$ cat config.mk
export PLATFORM = sky130hd
export DESIGN_NAME = cordic_quadrant_out
export DESIGN_NICKNAME = d
export VERILOG_FILES = /design/src/rtl/cordic_quadrant_out.sv
export SDC_FILE = /design/constraint.sdc
export NUM_CORES = 1
export LEC_CHECK = 0
export BUFFER_PORTS_ARGS = -buffer_cell sky130_fd_sc_hd__buf_2
export CAP_MARGIN = 20
export CORE_MARGIN = 3
export CORE_UTILIZATION = 45
export DETAILED_ROUTE_END_ITERATION = 10
export GPL_ROUTABILITY_DRIVEN = 0
export SETUP_SLACK_MARGIN = 0.3
export SLEW_MARGIN = 20
export SYNTH_ARGS = -nofsm -noshare
export SYNTH_HDL_FRONTEND = slang
export SYNTH_HIERARCHICAL = 1
export SYNTH_SLANG_ARGS = --single-unit
$ cat constraint.sdc
create_clock -name clk -period 5.5 [get_ports clk]
set_clock_uncertainty 0.15 [all_clocks]
set_input_delay 0.55 -clock clk [delete_from_list [all_inputs] [get_ports clk]]
set_output_delay 0.55 -clock clk [all_outputs]
set_load 0.03 [all_outputs]
$ cat src/rtl/cordic_quadrant_out.sv
// Un-folds CORDIC quadrant pre-rotation into signed cos/sin and buffers results in an FWFT FIFO; optional gain stage via CORDIC_GAIN_COMP_EN.
// Latency: in_valid edge -> out_valid after CORE_LATENCY+2 edges (CORE_LATENCY+3 with CORDIC_GAIN_COMP_EN).
// Backpressure: rotator cannot stall; a result arriving at a full FIFO with no pop is dropped and flags sticky overflow.

// Generic first-word-fall-through FIFO; head visible combinationally, holds last popped word when empty.
// Latency: push at an edge -> pop_vld after that edge.
// Backpressure: push accepted when not full or when a pop happens at the same edge; otherwise drop pulses.
module cordic_fwft_fifo #(
  parameter int WIDTH = 28,
  parameter int DEPTH = 4
) (
  input  logic             clk,
  input  logic             rst_n,
  input  logic             push_vld,
  input  logic [WIDTH-1:0] push_dat,
  input  logic             pop_rdy,
  output logic             pop_vld,
  output logic [WIDTH-1:0] pop_dat,
  output logic             full,
  output logic             drop
);
  localparam int AW = $clog2(DEPTH);
  localparam int CW = $clog2(DEPTH + 1);
  localparam logic [CW-1:0] FULL_CNT = CW'(DEPTH);

  logic [WIDTH-1:0] mem [DEPTH];
  logic [AW-1:0]    rd_ptr, wr_ptr;
  logic [CW-1:0]    cnt, cnt_nxt;
  logic             vld_q, full_q;
  logic [WIDTH-1:0] last_q;
  logic             pop, push_ok;

  assign pop     = vld_q && pop_rdy;
  assign push_ok = push_vld && (!full_q || pop);
  assign drop    = push_vld && full_q && !pop;

  always_comb begin
    cnt_nxt = cnt;
    if (push_ok && !pop)
      cnt_nxt = cnt + 1'b1;
    else if (!push_ok && pop)
      cnt_nxt = cnt - 1'b1;
  end

  always_ff @(posedge clk or negedge rst_n) begin
    if (!rst_n) begin
      rd_ptr <= '0;
      wr_ptr <= '0;
      cnt    <= '0;
      vld_q  <= 1'b0;
      full_q <= 1'b0;
      last_q <= '0;
    end else begin
      if (push_ok)
        wr_ptr <= wr_ptr + 1'b1;
      if (pop) begin
        rd_ptr <= rd_ptr + 1'b1;
        last_q <= mem[rd_ptr];
      end
      cnt    <= cnt_nxt;
      vld_q  <= (cnt_nxt != '0);
      full_q <= (cnt_nxt == FULL_CNT);
    end
  end

  // Storage carries no reset; pop_dat only exposes it while vld_q is set.
  always_ff @(posedge clk) begin
    if (push_ok)
      mem[wr_ptr] <= push_dat;
  end

  assign pop_vld = vld_q;
  assign full    = full_q;
  assign pop_dat = vld_q ? mem[rd_ptr] : last_q;
endmodule

module cordic_quadrant_out #(
  parameter int CORE_LATENCY = 15,
  parameter int FIFO_DEPTH   = 4,
  parameter int W            = 14
) (
  input  logic         clk,
  input  logic         rst_n,
  input  logic         in_valid,
  input  logic [W-1:0] x_core,
  input  logic [W-1:0] y_core,
  input  logic [1:0]   quart_core,
  output logic [W-1:0] cos_out,
  output logic [W-1:0] sin_out,
  output logic         out_valid,
  input  logic         out_ready,
  output logic         fifo_full,
  output logic         overflow,
  input  logic         ovf_clr
);
  localparam logic signed [W-1:0] S_MIN = {1'b1, {(W-1){1'b0}}};
  localparam logic signed [W-1:0] S_MAX = {1'b0, {(W-1){1'b1}}};

  function automatic logic signed [W-1:0] neg_sat(input logic signed [W-1:0] v);
    return (v == S_MIN) ? S_MAX : -v;
  endfunction

  // in_valid_q mirrors the rotator's input register; its output then trails by CORE_LATENCY more edges.
  logic                    in_valid_q;
  logic [CORE_LATENCY-1:0] vld_sr;
  logic                    tap;

  always_ff @(posedge clk or negedge rst_n) begin
    if (!rst_n) begin
      in_valid_q <= 1'b0;
      vld_sr     <= '0;
    end else begin
      in_valid_q <= in_valid;
      vld_sr     <= {vld_sr[CORE_LATENCY-2:0], in_valid_q};
    end
  end

  assign tap = vld_sr[CORE_LATENCY-1];

  logic signed [W-1:0] xs, ys, map_cos_d, map_sin_d;
  logic signed [W-1:0] map_cos, map_sin;
  logic                map_vld;

  assign xs = $signed(x_core);
  assign ys = $signed(y_core);

  always_comb begin
    map_cos_d = xs;
    map_sin_d = ys;
    case (quart_core)
      2'd1: begin map_cos_d = neg_sat(ys); map_sin_d = xs;          end
      2'd2: begin map_cos_d = neg_sat(xs); map_sin_d = neg_sat(ys); end
      2'd3: begin map_cos_d = ys;          map_sin_d = neg_sat(xs); end
      default: ;
    endcase
  end

  always_ff @(posedge clk or negedge rst_n) begin
    if (!rst_n) begin
      map_cos <= '0;
      map_sin <= '0;
      map_vld <= 1'b0;
    end else begin
      map_vld <= tap;
      if (tap) begin
        map_cos <= map_cos_d;
        map_sin <= map_sin_d;
      end
    end
  end

  logic         res_vld;
  logic [W-1:0] res_cos, res_sin;

`ifdef CORDIC_GAIN_COMP_EN
  localparam logic signed [14:0] GAIN = 15'sd9949;

  // 1/K in Q14; >>> floors, and the top 16 bits must agree for the result to fit W.
  function automatic logic signed [W-1:0] gain_sat(input logic signed [W-1:0] v);
    logic signed [W+14:0] p, s;
    p = v * GAIN;
    s = p >>> 14;
    if (s[W+14:W-1] == {16{s[W+14]}})
      return s[W-1:0];
    return s[W+14] ? S_MIN : S_MAX;
  endfunction

  logic signed [W-1:0] g_cos, g_sin;
  logic                g_vld;

  always_ff @(posedge clk or negedge rst_n) begin
    if (!rst_n) begin
      g_cos <= '0;
      g_sin <= '0;
      g_vld <= 1'b0;
    end else begin
      g_vld <= map_vld;
      if (map_vld) begin
        g_cos <= gain_sat(map_cos);
        g_sin <= gain_sat(map_sin);
      end
    end
  end

  assign res_vld = g_vld;
  assign res_cos = g_cos;
  assign res_sin = g_sin;
`else
  assign res_vld = map_vld;
  assign res_cos = map_cos;
  assign res_sin = map_sin;
`endif

  logic drop;

  cordic_fwft_fifo #(
    .WIDTH(2 * W),
    .DEPTH(FIFO_DEPTH)
  ) u_fifo (
    .clk      (clk),
    .rst_n    (rst_n),
    .push_vld (res_vld),
    .push_dat ({res_cos, res_sin}),
    .pop_rdy  (out_ready),
    .pop_vld  (out_valid),
    .pop_dat  ({cos_out, sin_out}),
    .full     (fifo_full),
    .drop     (drop)
  );

  // A drop in the same cycle as ovf_clr keeps the flag set.
  always_ff @(posedge clk or negedge rst_n) begin
    if (!rst_n)
      overflow <= 1'b0;
    else if (drop)
      overflow <= 1'b1;
    else if (ovf_clr)
      overflow <= 1'b0;
  end
endmodule

==> impl_metrics.env, run 1 <==
export IMPL_status="finished clean"
export IMPL_finalCritPeriodShare=0.5550
export IMPL_min_period_ps=3053
export IMPL_io_pin_count=66
export IMPL_top_usage_layer="met2"
export IMPL_drive_gt1_frac=0.3037
export IMPL_clock_sinks=195
export IMPL_syn_inst=658
export IMPL_synth_net_count=701
export IMPL_layout_common_cells="112 x edfxtp_1, 82 x dfrtp_1, 64 x buf_2"
export IMPL_p_leak_nw=3.855
export IMPL_ant_nets=0
export IMPL_clock_fmax_ghz=0.3276
export IMPL_rows=51
export IMPL_post_cts_buffers=0
export IMPL_required_ps=4800
export IMPL_holdPathEnd="in_valid_q"
export IMPL_final_hold_violation_count=0
export IMPL_die_height_um=148.9
export IMPL_gr_usage_met2=0.2885
export IMPL_vias=5757
export IMPL_grt_use_total=0.1843
export IMPL_port_buffer_count=65
export IMPL_worst_setup_path_type="flop to output pin"
export IMPL_mostFrequentLayoutCell="edfxtp_1"
export IMPL_synth_area_per_cell_um2=13.96
export IMPL_worst_pin_slew_ps=852.8
export IMPL_route_detailed_drc=0
export IMPL_antenna_cells=0
export IMPL_regToRegSetupSlack_ps=2460
export IMPL_holdCritStartpoint="in_valid"
export IMPL_slowest_delay_ps=820
export IMPL_gr_usage_met1=0.2705
export IMPL_grt_max_degree=61
export IMPL_drt_wl_total_um=19760
export IMPL_syn_area_um2=9186
export IMPL_syn2layout_area_growth_pct=12.03
export IMPL_clock_latency_ps=430
export IMPL_cp_arrival_ps=2350
export IMPL_synth_flop_cell="edfxtp_1"
export IMPL_first_global_vias=5638
export IMPL_synth_seq_area_share=0.5922
export IMPL_slew_violations=0
export IMPL_ys_warn_count=6
export IMPL_drt_wirelength_per_cell_um=20.04
export IMPL_crit_chain="mux4_2 -> mux2_2 -> buf_2"
export IMPL_root_buffer="clkbuf_16"
export IMPL_grt_antenna_before_repair=0
export IMPL_rsz0062_at_grt="no"
export IMPL_place_hpwl_um=13370
export IMPL_r2r_end="u_fifo/mem[1][22]"
export IMPL_synth_edff_count=112
export IMPL_r2r_start="u_fifo/pop_vld"
export IMPL_clock_path_buffers=2
export IMPL_setup_viol=0
export IMPL_hold_depth=1
export IMPL_drt_iter0_markers=708
export IMPL_num_fill_cells=1698
export IMPL_die_w_um=148.9
export IMPL_cts_inserted_buffers=17
export IMPL_min_path_type="primary input to flop"
export IMPL_slew_headroom=0.4295
export IMPL_grt_pass1_wl_um=31500
export IMPL_cts_max_level=4
export IMPL_cpMaxStageDelayCell="dfrtp_4"
export IMPL_fin_setup_tns_ps=0
export IMPL_yosysUniqueCellTypes=77
export IMPL_pre_cts_slack_ps=2405
export IMPL_grt_use_met3=0.03221
export IMPL_cp_start_kind="flop"
export IMPL_first_pass_iters=7
export IMPL_critPathMaxFanout=30
export IMPL_fin_nets=751
export IMPL_p_per_area_nw_per_um2=477.9
export IMPL_worstSetupEndpointType="output pin"
export IMPL_path_clk_slew_ps=80
export IMPL_r2r_cells=5
export IMPL_die_area_um2=22160
export IMPL_vdd_drop_max_mv=0.1813
export IMPL_async_reset_ff_frac=0.4256
export IMPL_max_cap_violations=0
export IMPL_grt_remaining_overflow=0
export IMPL_core_area_um2=19780
export IMPL_cts_tree="yes"
export IMPL_vias_per_cell=5.839
export IMPL_synth_seq_cells=195
export IMPL_postLayoutSetupSlackWorst_ps=2447
export IMPL_start_util=0.4644
sequential cells by signal, indices dropped and copies added, names as in the netlist:
| name | count |
|---|---|
| in_valid_q | 1 |
| map_cos | 14 |
| map_sin | 14 |
| map_vld | 1 |
| overflow | 1 |
| u_fifo/cnt | 3 |
| u_fifo/full | 1 |
| u_fifo/last_q | 28 |
| u_fifo/mem | 112 |
| u_fifo/pop_vld | 1 |
| u_fifo/rd_ptr | 2 |
| u_fifo/wr_ptr | 2 |
| vld_sr | 15 |
routing by layer:
| metal | vias up | share of wire |
|---|---|---|
| li1 | 2642 | - |
| met1 | 2876 | 0.46 |
| met2 | 219 | 0.47 |
| met3 | 20 | 0.057 |
| met4 | 0 | 0.011 |
| met5 | - | 0 |
area by class of cell:
type / instances / area [um2] / share of cell area
clock buffer: 17 / 425.4 / 0.04134
sequential: 195 / 5444 / 0.5290
clock inverter: 15 / 156.4 / 0.01520
multi-input combinational: 395 / 3438 / 0.3341
inverter: 24 / 90.09 / 0.008754
timing repair buffer: 75 / 405.4 / 0.03939
tap: 265 / 331.6 / 0.03222
synth_stat cells (4+ instances only):
cell type	n	area, um2
clkbuf_1	18	67.56
nand2b_1	7	43.79
and3_1	4	25.02
o21ai_0	24	120.1
dfrtp_1	83	2077
and2_1	5	31.28
nor2b_1	8	50.05
xnor2_1	8	70.07
mux2_2	62	698.2
buf_2	13	65.06
mux2i_1	17	170.2
buf_1	5	18.77
ha_1	8	100.1
o221ai_1	6	52.55
a21oi_1	24	120.1
o32ai_1	4	35.03
a31oi_1	10	62.56
nand3_1	12	60.06
inv_1	23	86.33
o22ai_1	11	68.82
o211ai_1	5	37.54
edfxtp_1	112	3363
nand2_1	24	90.09
or3_1	4	25.02
mux4_2	28	630.6
nor2_1	33	123.9
nor3_1	15	75.07
worst max-delay path by stage:
stage                          start                 to
floorplan             u_fifo/pop_vld   u_fifo/mem[0][0]
global route          u_fifo/pop_vld  u_fifo/mem[2][21]
CTS                 u_fifo/rd_ptr[0]        cos_out[13]
global placement      u_fifo/pop_vld  u_fifo/mem[3][24]
finish              u_fifo/rd_ptr[0]        cos_out[13]
detailed placement    u_fifo/pop_vld  u_fifo/mem[1][24]
worst max-delay path: cells and delay by family (launching register included):
family                 cells  cell delay, ps
muxes                      2             920
DFF                        1             820
buffers and inverters      1             180
per-stage QoR:
| step | hold slack [ps] | util | power, mW | std cells | instance area [um2] |
|---|---|---|---|---|---|
| floorplan | 104.4 | - | 3.330 | 658 | 9186 |
| detailed placement | 184.7 | 0.4902 | 3.785 | 953 | 9697 |
| global route | 55.82 | 0.5202 | 5.185 | 986 | 10290 |
| global placement | 184.8 | 0.4902 | 3.734 | 953 | 9697 |
| CTS | 51.85 | 0.5201 | 4.983 | 986 | 10290 |
| finish | 72.20 | 0.5202 | 4.918 | 986 | 10290 |
kinds of logic after synthesis:
logic type,share of synthesized area
and+or+nand+nor,0.09561
buffers and inverters,0.03350
adders and majority gates,0.01090
xor gates and xnor gates,0.009535
DFF,0.5922
AOI/OAI and AO/OA,0.09507
muxes,0.1632
power by group:
| part | internal, mW | leakage, nW | switching, mW |
|---|---|---|---|
| combinational | 0.684 | 1.57 | 0.902 |
| sequential | 1.94 | 1.99 | 0.208 |
| clock | 0.610 | 0.288 | 0.577 |
repair_timing:
action	CTS	global route
hold buffers	1	0
endpoints found under the hold margin	34	0
gates resized for setup	0	0
(Power assumes the default switching activity.)
==> inputs of run 2 (changes only) <==
--- a/config.mk
+++ b/config.mk
@@ -5,6 +5,7 @@
 export SDC_FILE = /design/constraint.sdc
 export NUM_CORES = 1
 export LEC_CHECK = 0
+export ABC_AREA = 1
 export BUFFER_PORTS_ARGS = -buffer_cell sky130_fd_sc_hd__buf_2
 export CAP_MARGIN = 20
 export CORE_MARGIN = 3
==> constraint.sdc (replaced) <==
create_clock -name clk -period 2.59 [get_ports clk]
set_clock_uncertainty 0.15 [all_clocks]
set_input_delay 0.259 -clock clk [delete_from_list [all_inputs] [get_ports clk]]
set_output_delay 0.259 -clock clk [all_outputs]
set_load 0.03 [all_outputs]
==> run 2 against run 1 <==
Clock power increased by 120%. Sequential share of layout area shrank 1.6 points. Power is 130% higher. Routed wire length grew 6.6%. Global-route usage rose by 1.2 points. Via count is 21% higher. First-iteration DRC count down 35%. Worst setup slack got worse by 2100 ps. Synthesized cell count increased by 56%. Register-to-register slack lost 1700 ps. Critical path depth is 4 higher. Area after synthesis up 0.84%.
==> impl_metrics.env, run 2 <==
export IMPL_first_global_vias=6475
export IMPL_synth_net_count=1068
export IMPL_worstSetupEndpointType="output pin"
export IMPL_pre_cts_slack_ps=616.7
export IMPL_antenna_cells=0
export IMPL_drive_gt1_frac=0.1589
export IMPL_cts_max_level=4
export IMPL_cp_arrival_ps=1820
export IMPL_internal_power_mw=6.692
export IMPL_vias_per_cell=5.107
export IMPL_grt_remaining_overflow=0
export IMPL_cts_tree="yes"
export IMPL_postLayoutSetupSlackWorst_ps=360.2
export IMPL_required_ps=2180
export IMPL_clock_sinks=195
export IMPL_fin_nets=1131
export IMPL_r2r_start="u_fifo/pop_vld"
export IMPL_synth_top_area_frac=0.3630
export IMPL_min_path_type="primary input to flop"
export IMPL_grt_antenna_before_repair=0
export IMPL_syn2layout_area_growth_pct=14.52
export IMPL_route_detailed_drc=0
export IMPL_yosys_top_cells_area="edfxtp_1 36%, dfrtp_1 22%, nand2_1 16%, nand3_1 5.2%, o21ai_1 3.6%"
export IMPL_core_area_um2=19850
export IMPL_clock_fmax_ghz=0.4485
export IMPL_synth_flop_cell="edfxtp_1"
export IMPL_power_mw=11.16
export IMPL_crit_end="cos_out[13]"
export IMPL_p_per_area_nw_per_um2=1052
export IMPL_yosys_cell_count_top_type="nand2_1"
export IMPL_switching_share=0.4002
export IMPL_async_reset_ff_frac=0.4256
export IMPL_syn_area_um2=9264
export IMPL_root_buffer="clkbuf_16"
export IMPL_rows=51
export IMPL_worst_setup_path_type="flop to output pin"
export IMPL_layout_common_cells="398 x nand2_1, 112 x edfxtp_1, 96 x nand3_1"
export IMPL_synth_area_leader_cell="edfxtp_1"
export IMPL_start_util=0.4668
export IMPL_setup_viol=0
export IMPL_reg_top3="u_fifo/mem (112), u_fifo/last_q (28), vld_sr (15)"
export IMPL_vdd_drop_max_mv=0.4667
export IMPL_synth_edff_count=112
export IMPL_p_sw_mw=4.465
export IMPL_mostFrequentLayoutCell="nand2_1"
export IMPL_slew_violations=0
export IMPL_min_period_ps=2230
export IMPL_clock_path_buffers=2
export IMPL_finalCritPeriodShare=0.8609
export IMPL_cp_start_kind="flop"
export IMPL_grt_max_degree=62
export IMPL_r2r_cells=8
export IMPL_clock_latency_ps=420
export IMPL_worstSetupStartpoint="u_fifo/rd_ptr[0]"
export IMPL_p_leak_nw=4.676
export IMPL_ys_warn_count=6
export IMPL_synth_seq_area_share=0.5873
export IMPL_whs_ps=39.26
export IMPL_status="finished clean"
export IMPL_io_pin_count=66
export IMPL_drt_wl_total_um=21060
export IMPL_ys_top_cells_by_count="398 x nand2_1, 112 x edfxtp_1, 96 x nand3_1, 83 x dfrtp_1, 67 x o21ai_1"
export IMPL_yosysUniqueCellTypes=30
export IMPL_die_w_um=149.5
export IMPL_largest_reg_flops=112
export IMPL_vias=6976
export IMPL_ant_nets=0
export IMPL_syn_inst=1025
export IMPL_share_seq_of_total_power=0.394
export IMPL_place_hpwl_um=14320
export IMPL_synth_seq_cells=195
export IMPL_first_pass_iters=5
export IMPL_r2r_end="u_fifo/full"
export IMPL_largest_register="u_fifo/mem"
export IMPL_pwr_share_comb=0.376
export IMPL_regToRegSetupSlack_ps=760
export IMPL_port_buffer_count=65
export IMPL_drt_wirelength_per_cell_um=15.42
export IMPL_slew_headroom=0.6123
export IMPL_max_cap_violations=0
export IMPL_die_area_um2=22340
export IMPL_final_hold_violation_count=0
export IMPL_die_height_um=149.5
export IMPL_drt_iter0_markers=463
export IMPL_critPathMaxFanout=30
export IMPL_clock_power_share=0.230
export IMPL_cts_inserted_buffers=17
export IMPL_synth_area_per_cell_um2=9.038
export IMPL_grt_use_total=0.1961
export IMPL_worst_pin_slew_ps=581.5
export IMPL_rsz0062_at_grt="yes"
export IMPL_path_clk_slew_ps=70
export IMPL_grt_pass1_wl_um=34230
-- run 2: area by class of cell --
type	count	area (um2)
Sequential cell	195	5441
Tap cell	265	331.6
Clock inverter	15	181.4
Timing Repair Buffer	90	638.1
Multi-Input combinational cell	721	3347
Inverter	63	244.0
Fill cell	1823	9236
Clock buffer	17	425.4
-- run 2: power groups by stage --
stage	Combinational, mW	Clock [mW]	Sequential (mW)
3_5_place_dp	4.05	0	4.44
4_1_cts	4.13	2.64	4.39
3_3_place_gp	4.01	0	4.42
5_1_grt	4.70	2.78	4.48
2_1_floorplan	2.92	0	4.39
6_report	4.19	2.57	4.40
-- run 2: stage by stage --
stage	util	instance area, um2	TNS, ps	cells
after floorplan	-	9264	-14420	1025
after global placement	0.4973	9868	0	1327
after detailed placement	0.4973	9868	0	1327
after CTS	0.5315	10550	0	1365
after global routing	0.5346	10610	0	1366
final	0.5346	10610	0	1366
-- run 2: worst min path at each step --
stage                    from    endpoint  slack (ps)  cells after the start
floorplan               rst_n  in_valid_q        -190                      0
global placement        rst_n    overflow         110                      1
detailed placement      rst_n    overflow         120                      1
CTS                 x_core[0]  map_cos[0]           4                      3
global route        x_core[0]  map_cos[0]          40                      3
finish              x_core[0]  map_cos[0]          40                      3
-- run 2: routing by layer --
layer	vias up	share of wire	wire length (um)	global-route usage
li1	3534	-	-	-
met1	3260	0.47	9973	0.2830
met2	148	0.46	9700	0.3011
met3	34	0.042	878	0.03513
met4	0	0.024	504	0.06819
met5	-	0	0	0
-- run 2: critical path, cell delays in order (launching register included) --
cell and delay, ps:
dfrtp_2 480, inv_6 120, buf_12 190, nand2_1 70, nand3_1 70, nand2_1 110, o21ai_1 150, buf_2 210
-- run 2: cells by family after synthesis --
| kind of cell | after synthesis | share of synthesized area |
|---|---|---|
| DFF | 195 | 0.5873 |
| AOI/OAI and AO/OA | 134 | 0.07469 |
| xor gates and xnor gates | 8 | 0.007564 |
| and+or+nand+nor | 571 | 0.2672 |
| adders and majority gates | 8 | 0.01081 |
| buffers and inverters | 109 | 0.05254 |
-- run 2: repair_timing --
item                       4_1_cts  5_1_grt
gates resized for setup          6       16
setup endpoints to repair       28       28
hold endpoints to repair        37        0
setup buffers                    3        0
gates cloned                     0        1
hold buffers                     3        0
==> inputs of run 3 (changes only) <==
--- a/config.mk
+++ b/config.mk
@@ -16,5 +16,4 @@
 export SLEW_MARGIN = 20
 export SYNTH_ARGS = -nofsm -noshare
 export SYNTH_HDL_FRONTEND = slang
-export SYNTH_HIERARCHICAL = 1
 export SYNTH_SLANG_ARGS = --single-unit
==> run 3 against run 2 <==
Sequential share of layout area rose by 0.55 points. Via count fell by 1.4%. Combinational power rose by 16%. Critical path depth fell by 1. Core utilization fell by 0.052 points. Fmax rose by 0.12%. First-iteration DRC count rose by 76%. Synthesized cell count fell by 6.6%. Sequential cell count did not move. Routed wire length rose by 2.4%. Largest cell class unchanged.
==> impl_metrics.env, run 3 <==
export IMPL_clock_sinks=195
export IMPL_worst_pin_slew_ps=492.6
export IMPL_clock_fmax_ghz=0.4490
export IMPL_start_util=0.4621
export IMPL_yosysUniqueCellTypes=33
export IMPL_drt_iter0_markers=817
export IMPL_core_area_um2=19650
export IMPL_synth_seq_cells=195
export IMPL_ys_warn_count=0
export IMPL_post_cts_buffers=0
export IMPL_rows=51
export IMPL_die_height_um=148.1
export IMPL_required_ps=2180
export IMPL_cp_start_kind="flop"
export IMPL_synth_seq_area_share=0.5991
export IMPL_synth_top_area_frac=0.3703
export IMPL_fin_cells=1297
export IMPL_synth_net_count=1000
export IMPL_async_reset_ff_frac=0.4256
export IMPL_mostFrequentLayoutCell="nand2_1"
export IMPL_io_pin_count=66
export IMPL_ys_top_cells_by_count="340 x nand2_1, 112 x edfxtp_1, 83 x dfrtp_1, 61 x a21oi_1, 59 x o21ai_0"
export IMPL_grt_antenna_before_repair=0
export IMPL_clock_latency_ps=430
export IMPL_path_clk_slew_ps=80
export IMPL_vias=6880
export IMPL_first_global_vias=6543
export IMPL_cp_arrival_ps=1820
export IMPL_clock_path_buffers=2
export IMPL_cts_max_level=4
export IMPL_p_per_area_nw_per_um2=1127
export IMPL_cts_tree="yes"
export IMPL_synthSimpleGateAreaFrac=0.2005
export IMPL_synth_compound_area_share=0.1274
export IMPL_synth_top_family_by_area="simple AND/OR/NAND/NOR gates"
export IMPL_place_hpwl_um=14470
export IMPL_min_period_ps=2227
export IMPL_ant_nets=0
export IMPL_synth_adder_area_share=0.01102
export IMPL_syn_inst=957
export IMPL_dpl_cell_count=1260
export IMPL_rsz0062_at_grt="yes"
export IMPL_synth_area_leader_cell="edfxtp_1"
export IMPL_r2r_cells=5
export IMPL_p_leak_nw=4.429
export IMPL_vias_per_cell=5.305
export IMPL_whs_ps=68.32
export IMPL_worst_setup_path_type="flop to output pin"
export IMPL_drt_wl_total_um=21570
export IMPL_slew_headroom=0.6716
export IMPL_critPathMaxFanout=20
export IMPL_min_path_type="primary input to flop"
export IMPL_grt_max_degree=49
export IMPL_port_buffer_count=65
export IMPL_synth_flop_cell="edfxtp_1"
export IMPL_fin_nets=1061
export IMPL_grt_use_total=0.2037
export IMPL_largest_reg_flops=112
export IMPL_worstSetupEndpointType="output pin"
export IMPL_largest_register="u_fifo.mem"
export IMPL_die_area_um2=21920
export IMPL_muxShareOfSynthArea=0
export IMPL_fin_setup_tns_ps=0
export IMPL_drive_gt1_frac=0.1591
export IMPL_cts_inserted_buffers=17
export IMPL_yosys_top_cells_area="edfxtp_1 37%, dfrtp_1 23%, nand2_1 14%, a21oi_1 3.4%, o21ai_0 3.3%"
export IMPL_syn2layout_area_growth_pct=15.58
export IMPL_grt_remaining_overflow=0
export IMPL_synth_area_per_cell_um2=9.489
export IMPL_syn_area_um2=9081
export IMPL_num_fill_cells=1804
export IMPL_first_pass_iters=6
export IMPL_hold_depth=5
export IMPL_status="finished clean"
export IMPL_drt_wirelength_per_cell_um=16.63
export IMPL_slew_violations=0
export IMPL_setup_viol=0
export IMPL_route_detailed_drc=0
export IMPL_vdd_drop_max_mv=0.4893
export IMPL_synth_edff_count=112
export IMPL_synth_xor_area_frac=0.01061
export IMPL_final_util=0.5341
export IMPL_grt_pass1_wl_um=34980
export IMPL_power_mw=11.83
export IMPL_yosys_cell_count_top_type="nand2_1"
export IMPL_die_w_um=148.1
export IMPL_root_buffer="clkbuf_16"
export IMPL_final_hold_violation_count=0
export IMPL_layout_common_cells="340 x nand2_1, 112 x edfxtp_1, 82 x dfrtp_1"
export IMPL_reg_top3="u_fifo.mem (112), u_fifo.last_q (28), vld_sr (15)"
export IMPL_finalCritPeriodShare=0.8599
export IMPL_max_cap_violations=0
[run 3: cell count changes after synthesis, moves of 27 or more]
cell	change
a21oi_1	+31
a32o_1	+28
nand2_1	-58
nand3_1	-60
o21ai_0	+27
o21ai_1	-27
[run 3: cell type report]
type / count / area [um2] / share of cell area
sequential: 195 / 5441 / 0.5184
multi-input combinational: 651 / 3198 / 0.3047
timing repair buffer: 90 / 699.4 / 0.06664
clock buffer: 18 / 439.2 / 0.04184
tap: 265 / 331.6 / 0.03159
inverter: 63 / 241.5 / 0.02301
clock inverter: 14 / 142.6 / 0.01359
antenna: 1 / 2.502 / 0.0002384
[run 3: worst paths after layout]
check	from	slack, ps	end
worst max register to register	map_vld	690	u_fifo.mem[1][15]
worst min-delay path	x_core[9]	70	map_cos[9]
min in group asynchronous	rst_n	170	u_fifo.last_q[1]
max in group asynchronous	rst_n	1470	map_sin[11]
worst min register to register	vld_sr[1]	200	vld_sr[2]
worst max-delay path	u_fifo.rd_ptr[0]	360	sin_out[5]
[run 3: critical path, cell delays in order (launching register included)]
cell and delay [ps]:
dfrtp_2 460, clkinv_4 110, buf_12 160, nand2_1 70
a32o_1 240, o21ai_0 160, buf_4 190
[run 3: repair_timing]
item / in CTS / in global routing
setup endpoints to repair: 21 / 28
hold buffers: 3 / 0
endpoints found under the hold margin: 37 / 0
gates resized for setup: 24 / 40
cloned: 1 / 0
[run 3: cell families after synthesis]
family	Yosys count
AND/OR/NAND/NOR	435
AO/OA/AOI/OAI	197
flip-flops	195
buffers and inverters	111
XOR/XNOR	11
adder cells (fa/ha/maj)	8
[run 3: routing by layer]
layer / share of wire / up-vias / global-route usage
met2: 0.46 / 225 / 0.3161
met3: 0.065 / 27 / 0.03534
met1: 0.46 / 3267 / 0.2963
li1: - / 3361 / -
met5: 0 / - / 0
met4: 0.014 / 0 / 0.06189
[run 3: per-stage QoR]
| stage | setup WS (ps) | area (um2) |
|---|---|---|
| after floorplan | -128.4 | 9081 |
| after global placement | 587.8 | 9716 |
| after detailed placement | 574.6 | 9716 |
| after CTS | 291.2 | 10420 |
| after global routing | 259.4 | 10490 |
| final | 362.9 | 10500 |
[run 3: where the power goes]
part	total (mW)	leakage, nW	internal [mW]	switching [mW]
Combinational	4.86	2.11	1.73	3.14
Sequential	4.42	2.03	4.08	0.343
Clock	2.54	0.287	1.31	1.23
Total	11.8	4.43	7.11	4.71
